`src/rtl/pwm_pkg.sv`:
```
// rtl/pwm_pkg.sv - shared types and constants for the pwm ramp sequencer
package pwm_pkg;

    localparam int N_DEF = 16;
    localparam int D_DEF = 24;

    // Duty value that keeps the accumulator generator low; truncated to N bits at use.
    localparam logic [31:0] DUTY_PARK = 32'hFFFF_FFFF;

    typedef enum logic [2:0] {
        ST_IDLE    = 3'd0,
        ST_RISE    = 3'd1,
        ST_HOLD_HI = 3'd2,
        ST_FALL    = 3'd3,
        ST_HOLD_LO = 3'd4
    } pwm_state_e;

endpackage

```
`src/rtl/pwm_dwell_timer.sv`:
```
// rtl/pwm_dwell_timer.sv - loadable down-counter timing ramp steps and holds
module pwm_dwell_timer
    import pwm_pkg::*;
#(
    parameter int D = D_DEF
) (
    input  logic         clk,
    input  logic         rst_n,
    input  logic         load,
    input  logic [D-1:0] load_value,
    input  logic         enable,
    output logic         zero
);

    logic [D-1:0] r_count;

    // Load wins over decrement; the count parks at zero until reloaded.
    always_ff @(posedge clk or negedge rst_n) begin
        if (!rst_n) begin
            r_count <= '0;
        end else if (load) begin
            r_count <= load_value;
        end else if (enable && (r_count != '0)) begin
            r_count <= r_count - 1'b1;
        end
    end

    assign zero = (r_count == '0);

endmodule

```
`src/rtl/pwm_ramp_ctrl.sv`:
```
// rtl/pwm_ramp_ctrl.sv - breathing-profile sequencer for the accumulator pwm generator
module pwm_ramp_ctrl
    import pwm_pkg::*;
#(
    parameter int N = N_DEF,
    parameter int D = D_DEF
) (
    input  logic         clk,
    input  logic         rst_n,
    input  logic         cfg_valid,
    output logic         cfg_ready,
    input  logic [N-1:0] cfg_period,
    input  logic [N-1:0] cfg_duty_min,
    input  logic [N-1:0] cfg_duty_max,
    input  logic [N-1:0] cfg_step,
    input  logic [D-1:0] cfg_dwell,
    input  logic [D-1:0] cfg_hold,
    input  logic         start,
    input  logic         stop,
    input  logic         abort,
    output logic [N-1:0] period,
    output logic [N-1:0] duty,
    output logic         busy,
    output logic         cycle_done
);

    pwm_state_e   r_state;
    pwm_state_e   w_state_nxt;

    logic [N-1:0] r_cfg_period;
    logic [N-1:0] r_cfg_min;
    logic [N-1:0] r_cfg_max;
    logic [N-1:0] r_cfg_step;
    logic [D-1:0] r_cfg_dwell;
    logic [D-1:0] r_cfg_hold;

    logic [N-1:0] r_period;
    logic [N-1:0] r_duty;
    logic         r_busy;
    logic         r_cycle_done;
    logic         r_cfg_ready;
    logic         r_stop_pending;

    logic [N-1:0] w_period_nxt;
    logic [N-1:0] w_duty_nxt;
    logic         w_done_nxt;
    logic         w_stop_pending_nxt;
    logic         w_load;
    logic [D-1:0] w_load_value;
    logic         w_zero;

    logic         w_accept;
    logic         w_start;
    logic [N-1:0] w_max_in;
    logic [N-1:0] w_step_in;
    logic [N:0]   w_sum;
    logic [N:0]   w_diff;
    logic         w_rise_sat;
    logic         w_fall_sat;

    assign w_accept   = cfg_valid & r_cfg_ready;
    assign w_start    = start & (r_state == ST_IDLE) & ~w_accept;
    assign w_max_in   = (cfg_duty_min > cfg_duty_max) ? cfg_duty_min : cfg_duty_max;
    assign w_step_in  = (cfg_step == '0) ? {{(N-1){1'b0}}, 1'b1} : cfg_step;

    // Extra bit on both sides so a step past either rail never wraps.
    assign w_sum      = {1'b0, r_duty} + {1'b0, r_cfg_step};
    assign w_diff     = {1'b0, r_duty} - {1'b0, r_cfg_step};
    assign w_rise_sat = (w_sum >= {1'b0, r_cfg_max});
    assign w_fall_sat = ($signed(w_diff) <= $signed({1'b0, r_cfg_min}));

    pwm_dwell_timer #(.D(D)) u_timer (
        .clk        (clk),
        .rst_n      (rst_n),
        .load       (w_load),
        .load_value (w_load_value),
        .enable     (1'b1),
        .zero       (w_zero)
    );

    // Configuration capture; only possible while idle, retained across runs.
    always_ff @(posedge clk or negedge rst_n) begin
        if (!rst_n) begin
            r_cfg_period <= '0;
            r_cfg_min    <= '0;
            r_cfg_max    <= '0;
            r_cfg_step   <= '0;
            r_cfg_dwell  <= '0;
            r_cfg_hold   <= '0;
        end else if (w_accept) begin
            r_cfg_period <= cfg_period;
            r_cfg_min    <= cfg_duty_min;
            r_cfg_max    <= w_max_in;
            r_cfg_step   <= w_step_in;
            r_cfg_dwell  <= cfg_dwell;
            r_cfg_hold   <= cfg_hold;
        end
    end

    // State register.
    always_ff @(posedge clk or negedge rst_n) begin
        if (!rst_n) begin
            r_state <= ST_IDLE;
        end else begin
            r_state <= w_state_nxt;
        end
    end

    // Next state, next outputs and timer reloads; each state acts when the timer reads zero.
    always_comb begin
        w_state_nxt        = r_state;
        w_period_nxt       = r_period;
        w_duty_nxt         = r_duty;
        w_done_nxt         = 1'b0;
        w_stop_pending_nxt = r_stop_pending;
        w_load             = 1'b0;
        w_load_value       = r_cfg_dwell;

        case (r_state)
            ST_IDLE: begin
                if (w_start) begin
                    w_state_nxt  = ST_RISE;
                    w_duty_nxt   = r_cfg_min;
                    w_period_nxt = r_cfg_period;
                    w_load       = 1'b1;
                end
            end
            ST_RISE: begin
                if (w_zero) begin
                    w_load = 1'b1;
                    if (w_rise_sat) begin
                        w_state_nxt  = ST_HOLD_HI;
                        w_duty_nxt   = r_cfg_max;
                        w_load_value = r_cfg_hold;
                    end else begin
                        w_duty_nxt = w_sum[N-1:0];
                    end
                end
            end
            ST_HOLD_HI: begin
                if (w_zero) begin
                    w_state_nxt = ST_FALL;
                    w_load      = 1'b1;
                end
            end
            ST_FALL: begin
                if (w_zero) begin
                    w_load = 1'b1;
                    if (w_fall_sat) begin
                        w_state_nxt  = ST_HOLD_LO;
                        w_duty_nxt   = r_cfg_min;
                        w_load_value = r_cfg_hold;
                    end else begin
                        w_duty_nxt = w_diff[N-1:0];
                    end
                end
            end
            ST_HOLD_LO: begin
                if (w_zero) begin
                    w_done_nxt = 1'b1;
                    if (r_stop_pending || stop) begin
                        w_state_nxt = ST_IDLE;
                    end else begin
                        w_state_nxt = ST_RISE;
                        w_load      = 1'b1;
                    end
                end
            end
            default: begin
                w_state_nxt = ST_IDLE;
            end
        endcase

        if (r_state != ST_IDLE) begin
            if (stop) begin
                w_stop_pending_nxt = 1'b1;
            end
            if (abort) begin
                w_state_nxt = ST_IDLE;
                w_done_nxt  = 1'b0;
            end
        end

        // Every path into idle parks the generator and drops any pending stop.
        if (w_state_nxt == ST_IDLE) begin
            w_period_nxt       = '0;
            w_duty_nxt         = N'(DUTY_PARK);
            w_stop_pending_nxt = 1'b0;
        end
    end

    // Registered outputs.
    always_ff @(posedge clk or negedge rst_n) begin
        if (!rst_n) begin
            r_period       <= '0;
            r_duty         <= N'(DUTY_PARK);
            r_busy         <= 1'b0;
            r_cycle_done   <= 1'b0;
            r_cfg_ready    <= 1'b1;
            r_stop_pending <= 1'b0;
        end else begin
            r_period       <= w_period_nxt;
            r_duty         <= w_duty_nxt;
            r_busy         <= (w_state_nxt != ST_IDLE);
            r_cycle_done   <= w_done_nxt;
            r_cfg_ready    <= (w_state_nxt == ST_IDLE);
            r_stop_pending <= w_stop_pending_nxt;
        end
    end

    assign period     = r_period;
    assign duty       = r_duty;
    assign busy       = r_busy;
    assign cycle_done = r_cycle_done;
    assign cfg_ready  = r_cfg_ready;

endmodule

```
`config.mk`:
```
export PLATFORM = sky130hd
export DESIGN_NAME = pwm_ramp_ctrl
export DESIGN_NICKNAME = d
export VERILOG_FILES = /design/src/rtl/pwm_pkg.sv /design/src/rtl/pwm_dwell_timer.sv /design/src/rtl/pwm_ramp_ctrl.sv
export SDC_FILE = /design/constraint.sdc
export NUM_CORES = 1
export LEC_CHECK = 0
export CORE_MARGIN = 5
export CORE_UTILIZATION = 35
export CTS_CLUSTER_DIAMETER = 50
export DETAILED_ROUTE_END_ITERATION = 8
export PLACE_DENSITY = 0.64
export SLEW_MARGIN = 20
export SYNTH_ARGS = -nofsm -noshare
export SYNTH_HDL_FRONTEND = slang
export SYNTH_HIERARCHICAL = 1
export SYNTH_SLANG_ARGS = --single-unit
```
`constraint.sdc`:
```
create_clock -name clk -period 4.9 [get_ports clk]
set_input_delay 0.735 -clock clk [delete_from_list [all_inputs] [get_ports clk]]
set_output_delay 0.735 -clock clk [all_outputs]
set_load 0.02 [all_outputs]
```
=== Word-level counts from Yosys, hierarchy flattened ===
Cells that the tools add are included.

* Bitwise gates (word level): 4
* Shifts and indexed selects: 0
* Multiplexer cells: 41
* Divide/modulo/power cells: 0
* $mul: 0
* $lt $le $gt $ge: 3
* Add/sub/neg operators: 3
* Equal/unequal tests: 7
* Reductions and logical operators: 18

{| class="wikitable"
|+ Operators with widths
! operator !! count
|-
| $mux W16 || 11
|-
| $mux W24 || 6
|-
| $pmux W16 S3 || 1
|-
| $pmux W24 S2 || 1
|-
| $mux W3 || 9
|-
| $logic_not A24 Y1 || 1
|-
| $reduce_bool A24 Y1 || 1
|-
| $sub A24 B1 Y24 const B || 1
|-
| $add A16 B16 Y17 || 1
|-
| $ge A17 B16 Y1 || 1
|-
| $le A17 B17 Y1 || 1
|-
| $sub A16 B16 Y17 || 1
|-
| $gt A16 B16 Y1 || 1
|-
| $logic_not A16 Y1 || 1
|-
| $pmux W3 S5 || 1
|-
| $mux W1 || 11
|-
| $reduce_bool A2 Y1 || 5
|-
| $ne A3 B2 Y1 const B || 3
|-
| $eq A3 B2 Y1 const B || 2
|-
| $logic_not A3 Y1 || 2
|-
| $reduce_bool A3 Y1 || 2
|-
| $reduce_and A2 Y1 || 2
|-
| $reduce_and A4 Y1 || 1
|-
| $reduce_bool A4 Y1 || 1
|-
| other kinds (7) || 9
|}

* Memories: 0
* Memory bits (writable): 0
* Bits in read-only memories: 0
* Logic and storage cells: 90
* Register bits: 175
* Output and inout bits: 35
* Bits in latches: 0
* Input bits: 118

=== Depth between registers and ports, before layout ===
* Word-level depth: 10
* Gate-level depth with buffers: 23
* Mapped depth without buffers: 22

=== Cells and area by module ===
The synthesis kept the hierarchy.

{| class="wikitable"
|+ By module, submodules not included
! module !! instances !! area each (um^2) !! seq. area each (um^2) !! cells each
|-
| pwm_ramp_ctrl || 1 || 9451.6 || 3799.9 || 954
|-
| pwm_dwell_timer || 1 || 1492.7 || 600.6 || 168
|}

=== Worst setup path before layout ===
OpenSTA, ideal clock, no wires.

* Kind: reg-to-reg
* From: register r_duty[2] (netlist: duty[2])
* To: register u_timer.r_count[1]
* Library setup time: 0.149 ns
* Cell stages (with the launch flop): 22
* Data required time: 4.751 ns
* Setup slack: 0.046 ns
* Buffers on the path: 2
* Arrival time: 4.705 ns
* Period minus slack after synthesis: 4.854 ns
* Cell sequence: dfstp_2 ha_1 buf_6 nor2b_4 o31a_1 o21a_1 o311a_1 a211oi_1 o31ai_1 xor2_1 ha_1 a21o_1 a21oi_1 or3b_2 a211oi_1 a211oi_1 nand4_2 o2111ai_4 buf_6 mux2_4 nand2_1 o311ai_0

* Word-level cells in the longest chain between the ends: 6
* Elaborated cells between the ends (all ways): 10
* Those cells by class: add/sub: 2; order compare: 2; mux: 6

{| class="wikitable"
|+ RTL lines
! element !! line !! source
|-
| start, declared || pwm_ramp_ctrl.sv:38 || <nowiki>logic [N-1:0] r_duty;</nowiki>
|-
| start signal, assigned || pwm_ramp_ctrl.sv:196 || <nowiki>r_duty <= N'(DUTY_PARK);</nowiki>
|-
| start signal, assigned || pwm_ramp_ctrl.sv:203 || <nowiki>r_duty <= w_duty_nxt;</nowiki>
|-
| $sub A16 B16 Y17 or $add A16 B16 Y17 (tied branches) || pwm_ramp_ctrl.sv:68, pwm_ramp_ctrl.sv:67 ||
|-
| $le A17 B17 Y1 or $ge A17 B16 Y1 (tied branches) || pwm_ramp_ctrl.sv:70, pwm_ramp_ctrl.sv:69 ||
|-
| $mux W24, on equally long branches || pwm_ramp_ctrl.sv:149, pwm_ramp_ctrl.sv:131 ||
|-
| $mux W24, on equally long branches || pwm_ramp_ctrl.sv:147, pwm_ramp_ctrl.sv:129 ||
|-
| $pmux W24 S2 * || pwm_ramp_ctrl.sv:119 || <nowiki>case (r_state)</nowiki>
|-
| named net w_load_value[1] || pwm_ramp_ctrl.sv:49 || <nowiki>logic [D-1:0] w_load_value;</nowiki>
|-
| $mux W24 * || pwm_dwell_timer.sv:21 || <nowiki>end else if (load) begin</nowiki>
|-
| end signal, assigned || pwm_dwell_timer.sv:22 || <nowiki>r_count <= load_value;</nowiki>
|-
| end signal, assigned || pwm_dwell_timer.sv:24 || <nowiki>r_count <= r_count - 1'b1;</nowiki>
|-
| end, declared || pwm_dwell_timer.sv:15 || <nowiki>logic [D-1:0] r_count;</nowiki>
|}

The timed path passes the listed nets; every way through them passes the cells marked *.
A chain may end at the register's enable or synchronous reset.

=== Final worst setup path ===
* From: register r_duty[0] (netlist: duty[0])
* To: register u_timer.r_count[23]

The elaborated chain is that of the path after synthesis.

==> reports/qor.txt <==
==============================================================================
Average vias per placed instance                                          5.18
Post-synth cell types                                                       77
Number of buffers inserted by port buffering                               152
Endpoint required time on the critical path                            5.23 ns
Highest fanout seen on the critical path                                     8
TritonCTS Buffers                                                           17
Area of combinational cells with multiple inputs                    6260 sq um
# fillers                                                                2,961
Max clock buf depth                                                          2
Internal reg-to-reg setup slack                                        0.16 ns
Gate count after technology mapping                                      1,122
Detail-routed net length per standard cell                        17.4 microns
Leading area contributor after synthesis                          sky130_fd_sc_hd__dfrtp_1
Max-cap viol count                                                           0
Die outline area                                                  34,900 sq um
Initial antenna violation count                                              1
Ys flop type                                                      sky130_fd_sc_hd__dfrtp_1
Antenna cell count                                                           0
CTS tree                                                                   yes
DRC violations left                                                          0
Half-perimeter wire length after placement                             22.0 mm
Pin count of the biggest net entering global routing                        92
Count of warnings emitted by yosys                                           6
Overall die width                                                  187 microns
Worst EP arrival                                                       5.07 ns
Number of storage elements in the synthesis netlist                        175
Insertion delay of the later-clocked pin in the worst-skew pair        0.45 ns
1st-iter DRT viols                                                         471
Most area-consuming cells after synthesis                         sky130_fd_sc_hd__dfrtp_1 36%, sky130_fd_sc_hd__mux2_2 10%, sky130_fd_sc_hd__ha_1 9.4%
Number of antenna-violating nets in the routed design                        0
Worst slew pin tran                                                   0.950 ns
Mean instance size in the synthesized netlist                       9.75 sq um
Count of final setup violators                                               0
Site Rows                                                                   64
Summed instance area of the synthesized netlist                   10,900 sq um
Total negative slack for setup checks                                     0 ns
Gpl congestion                                                           0.903
Hold_buf cts                                                                 0
I/O pin cnt                                                                153
Layout Nets                                                              1,498
Die Ht                                                             187 microns
Pins Over Slew Limit                                                         0
Path depth of the worst reg2reg path                                        23
Total leakage power                                                 0.00607 uW
H-Tree Depth                                                                 4
Area of the placeable core                                        30,700 sq um
Area share of the largest cell type after synthesis                      0.361
Most instantiated library cell after synthesis                    sky130_fd_sc_hd__dfrtp_1
Most frequent cells after synthesis                               158 x sky130_fd_sc_hd__dfrtp_1, 122 x sky130_fd_sc_hd__nand2_1, 100 x sky130_fd_sc_hd__mux2_2
First-pass iteration count of the detailed router                            5
Endpoint type of the worst setup path                                     flop
Clock transition at the registers of the reported paths                0.07 ns
Register cell area after layout                                     4400 sq um
Dpl cells                                                                1,661
Final Hold Slack                                                      0.378 ns
Share of post-route cells with drive strength above 1                    0.199
Final clock period utilization by the worst path                         0.968
Areal power density over the cells                                 783 nW/um^2
P&R area growth vs syn                                                   28.3%
Status                                                               completed
Root Driver                                                       sky130_fd_sc_hd__clkbuf_16
Number of global-route vias before repair                                8,922
Post-synthesis async set-or-reset flop share                              1.00
Total congestion overflow                                                    0
Worst setup path category                                              reg2reg
Minimum clock period                                                   4.74 ns
Worst clock skew on the final layout                                 0.0161 ns
Worst rel slew slack                                                     0.366
Wire length reported by the detailed router                            29.6 mm
Post-synth EDFFs                                                             0
Number of vias in the routed layout                                      8,838
Clock sinks                                                                175
Initial core utilization                                                 0.356
Final Hold Fails                                                             0
Peak Freq                                                              211 MHz
Total GRT Usage                                                          0.171
Sequential fraction of the synthesis area                                0.402
Kind of path behind the tightest hold check                           in2async
Kind of start point of the critical path                                  flop
Max VDD drop                                                          0.352 mV
Layout Cells excl Fill                                                   1,705
First-pass GRT wire length                                             48.7 mm
==============================================================================
[per-stage QoR]
| stage | util | setup slack (ns) | area (sq um) | total power, uW |
|---|---|---|---|---|
| after global placement | 0.425 | -0.215 | 13100 | 8640 |
| after floorplan | - | 0.0458 | 11000 | 6780 |
| after detailed placement | 0.425 | -0.276 | 13100 | 8760 |
| after global routing | 0.457 | -0.0123 | 14000 | 11800 |
| final | 0.457 | 0.156 | 14000 | 11000 |
| after CTS | 0.450 | 0.0108 | 13800 | 10600 |
[where the power goes]
group | switching (uW) | internal (uW)
sequential | 571 | 2150
combinational | 3690 | 3210
clock | 684 | 694
total | 4940 | 6050
[placed cells by master, fill, tap and decap left out, types with 13 or more instances in the layout]
cell and instances:
sky130_fd_sc_hd__nand3_1 17, sky130_fd_sc_hd__nor4_1 14, sky130_fd_sc_hd__dfstp_2 17, sky130_fd_sc_hd__nand2_1 121, sky130_fd_sc_hd__mux2i_1 25, sky130_fd_sc_hd__nor3_1 15, sky130_fd_sc_hd__mux2_2 100, sky130_fd_sc_hd__o21ai_0 63
sky130_fd_sc_hd__clkdlybuf4s50_1 151, sky130_fd_sc_hd__buf_4 45, sky130_fd_sc_hd__xnor2_1 26, sky130_fd_sc_hd__nor2_1 56, sky130_fd_sc_hd__o21ai_1 18, sky130_fd_sc_hd__xor2_1 13, sky130_fd_sc_hd__inv_1 88, sky130_fd_sc_hd__dfrtp_1 156
sky130_fd_sc_hd__a21oi_1 65, sky130_fd_sc_hd__ha_1 79, sky130_fd_sc_hd__clkbuf_16 17
[worst max-delay path, cell delays in order, from the launching register on]
cell,delay [ns]
sky130_fd_sc_hd__dfstp_2,0.55
sky130_fd_sc_hd__ha_1,0.15
sky130_fd_sc_hd__inv_1,0.06
sky130_fd_sc_hd__fa_2,0.38
sky130_fd_sc_hd__nor2_2,0.11
sky130_fd_sc_hd__o221ai_2,0.14
sky130_fd_sc_hd__a211oi_2,0.21
sky130_fd_sc_hd__buf_4,0.16
sky130_fd_sc_hd__nor2_1,0.05
sky130_fd_sc_hd__o21bai_1,0.12
sky130_fd_sc_hd__a21oi_1,0.09
sky130_fd_sc_hd__xor2_1,0.30
sky130_fd_sc_hd__ha_1,0.31
sky130_fd_sc_hd__and4_4,0.17
sky130_fd_sc_hd__nand4_1,0.15
sky130_fd_sc_hd__a31oi_4,0.06
sky130_fd_sc_hd__a2111oi_4,0.33
sky130_fd_sc_hd__buf_4,0.17
sky130_fd_sc_hd__o221ai_4,0.15
sky130_fd_sc_hd__o2111ai_4,0.31
sky130_fd_sc_hd__buf_12,0.18
sky130_fd_sc_hd__mux2_2,0.34
sky130_fd_sc_hd__nand2_1,0.06
sky130_fd_sc_hd__o21ai_1,0.06
[flip-flops by register name, indices dropped and copies added (netlist names)]
name and count:
busy 1, r_cfg_hold 24, r_state 3, cycle_done 1, r_stop_pending 1, duty 16, r_cfg_max 16, cfg_ready 1
r_cfg_dwell 24, r_cfg_min 16, r_cfg_period 16, period 16, u_timer/r_count 24, r_cfg_step 16
[cell type report]
| class | count | share of cell area |
|---|---|---|
| Timing Repair Buffer | 203 | 0.139 |
| Sequential cell | 175 | 0.314 |
| Clock buffer | 19 | 0.0315 |
| Clock inverter | 13 | 0.0102 |
| Multi-Input combinational cell | 810 | 0.446 |
| Tap cell | 396 | 0.0353 |
| Inverter | 89 | 0.0238 |
[path summary, 6_finish.rpt]
kind                          startpoint                   to
max                              duty[0]  u_timer/r_count[23]
min                                rst_n         r_cfg_min[4]
max reg2reg                      duty[0]  u_timer/r_count[23]
min reg2reg                r_cfg_max[14]        r_cfg_max[14]
max in group asynchronous          rst_n      r_cfg_dwell[21]
min in group clk           r_cfg_max[14]        r_cfg_max[14]
[metal layers]
| metal | vias to the layer above | share of wire | global-route usage | wire, microns |
|---|---|---|---|---|
| met1 | 4274 | 0.50 | 0.255 | 14900 |
| li1 | 4308 | - | - | - |
| met2 | 231 | 0.43 | 0.253 | 12700 |
| met5 | - | 0.00037 | 0 | 11 |
| met3 | 23 | 0.056 | 0.0409 | 1660 |
| met4 | 2 | 0.012 | 0.0384 | 350 |
[timing repair]
action,in CTS,in global routing
gates cloned,1,0
resized for setup,25,34
pin swaps,16,29
endpoints found under the setup margin,36,37
setup buffers,5,7
[cell families after synthesis]
logic type	count (synthesis)	share of synthesized area
AND/OR/NAND/NOR	299	0.135
AO/OA/AOI/OAI	244	0.142
flip-flops	175	0.402
buffers and inverters	142	0.0516
multiplexers	133	0.137
adder cells (fa/ha/maj)	84	0.0974
XOR/XNOR	44	0.0352
other	1	0.000343
Power figures use the tool's default switching activity.
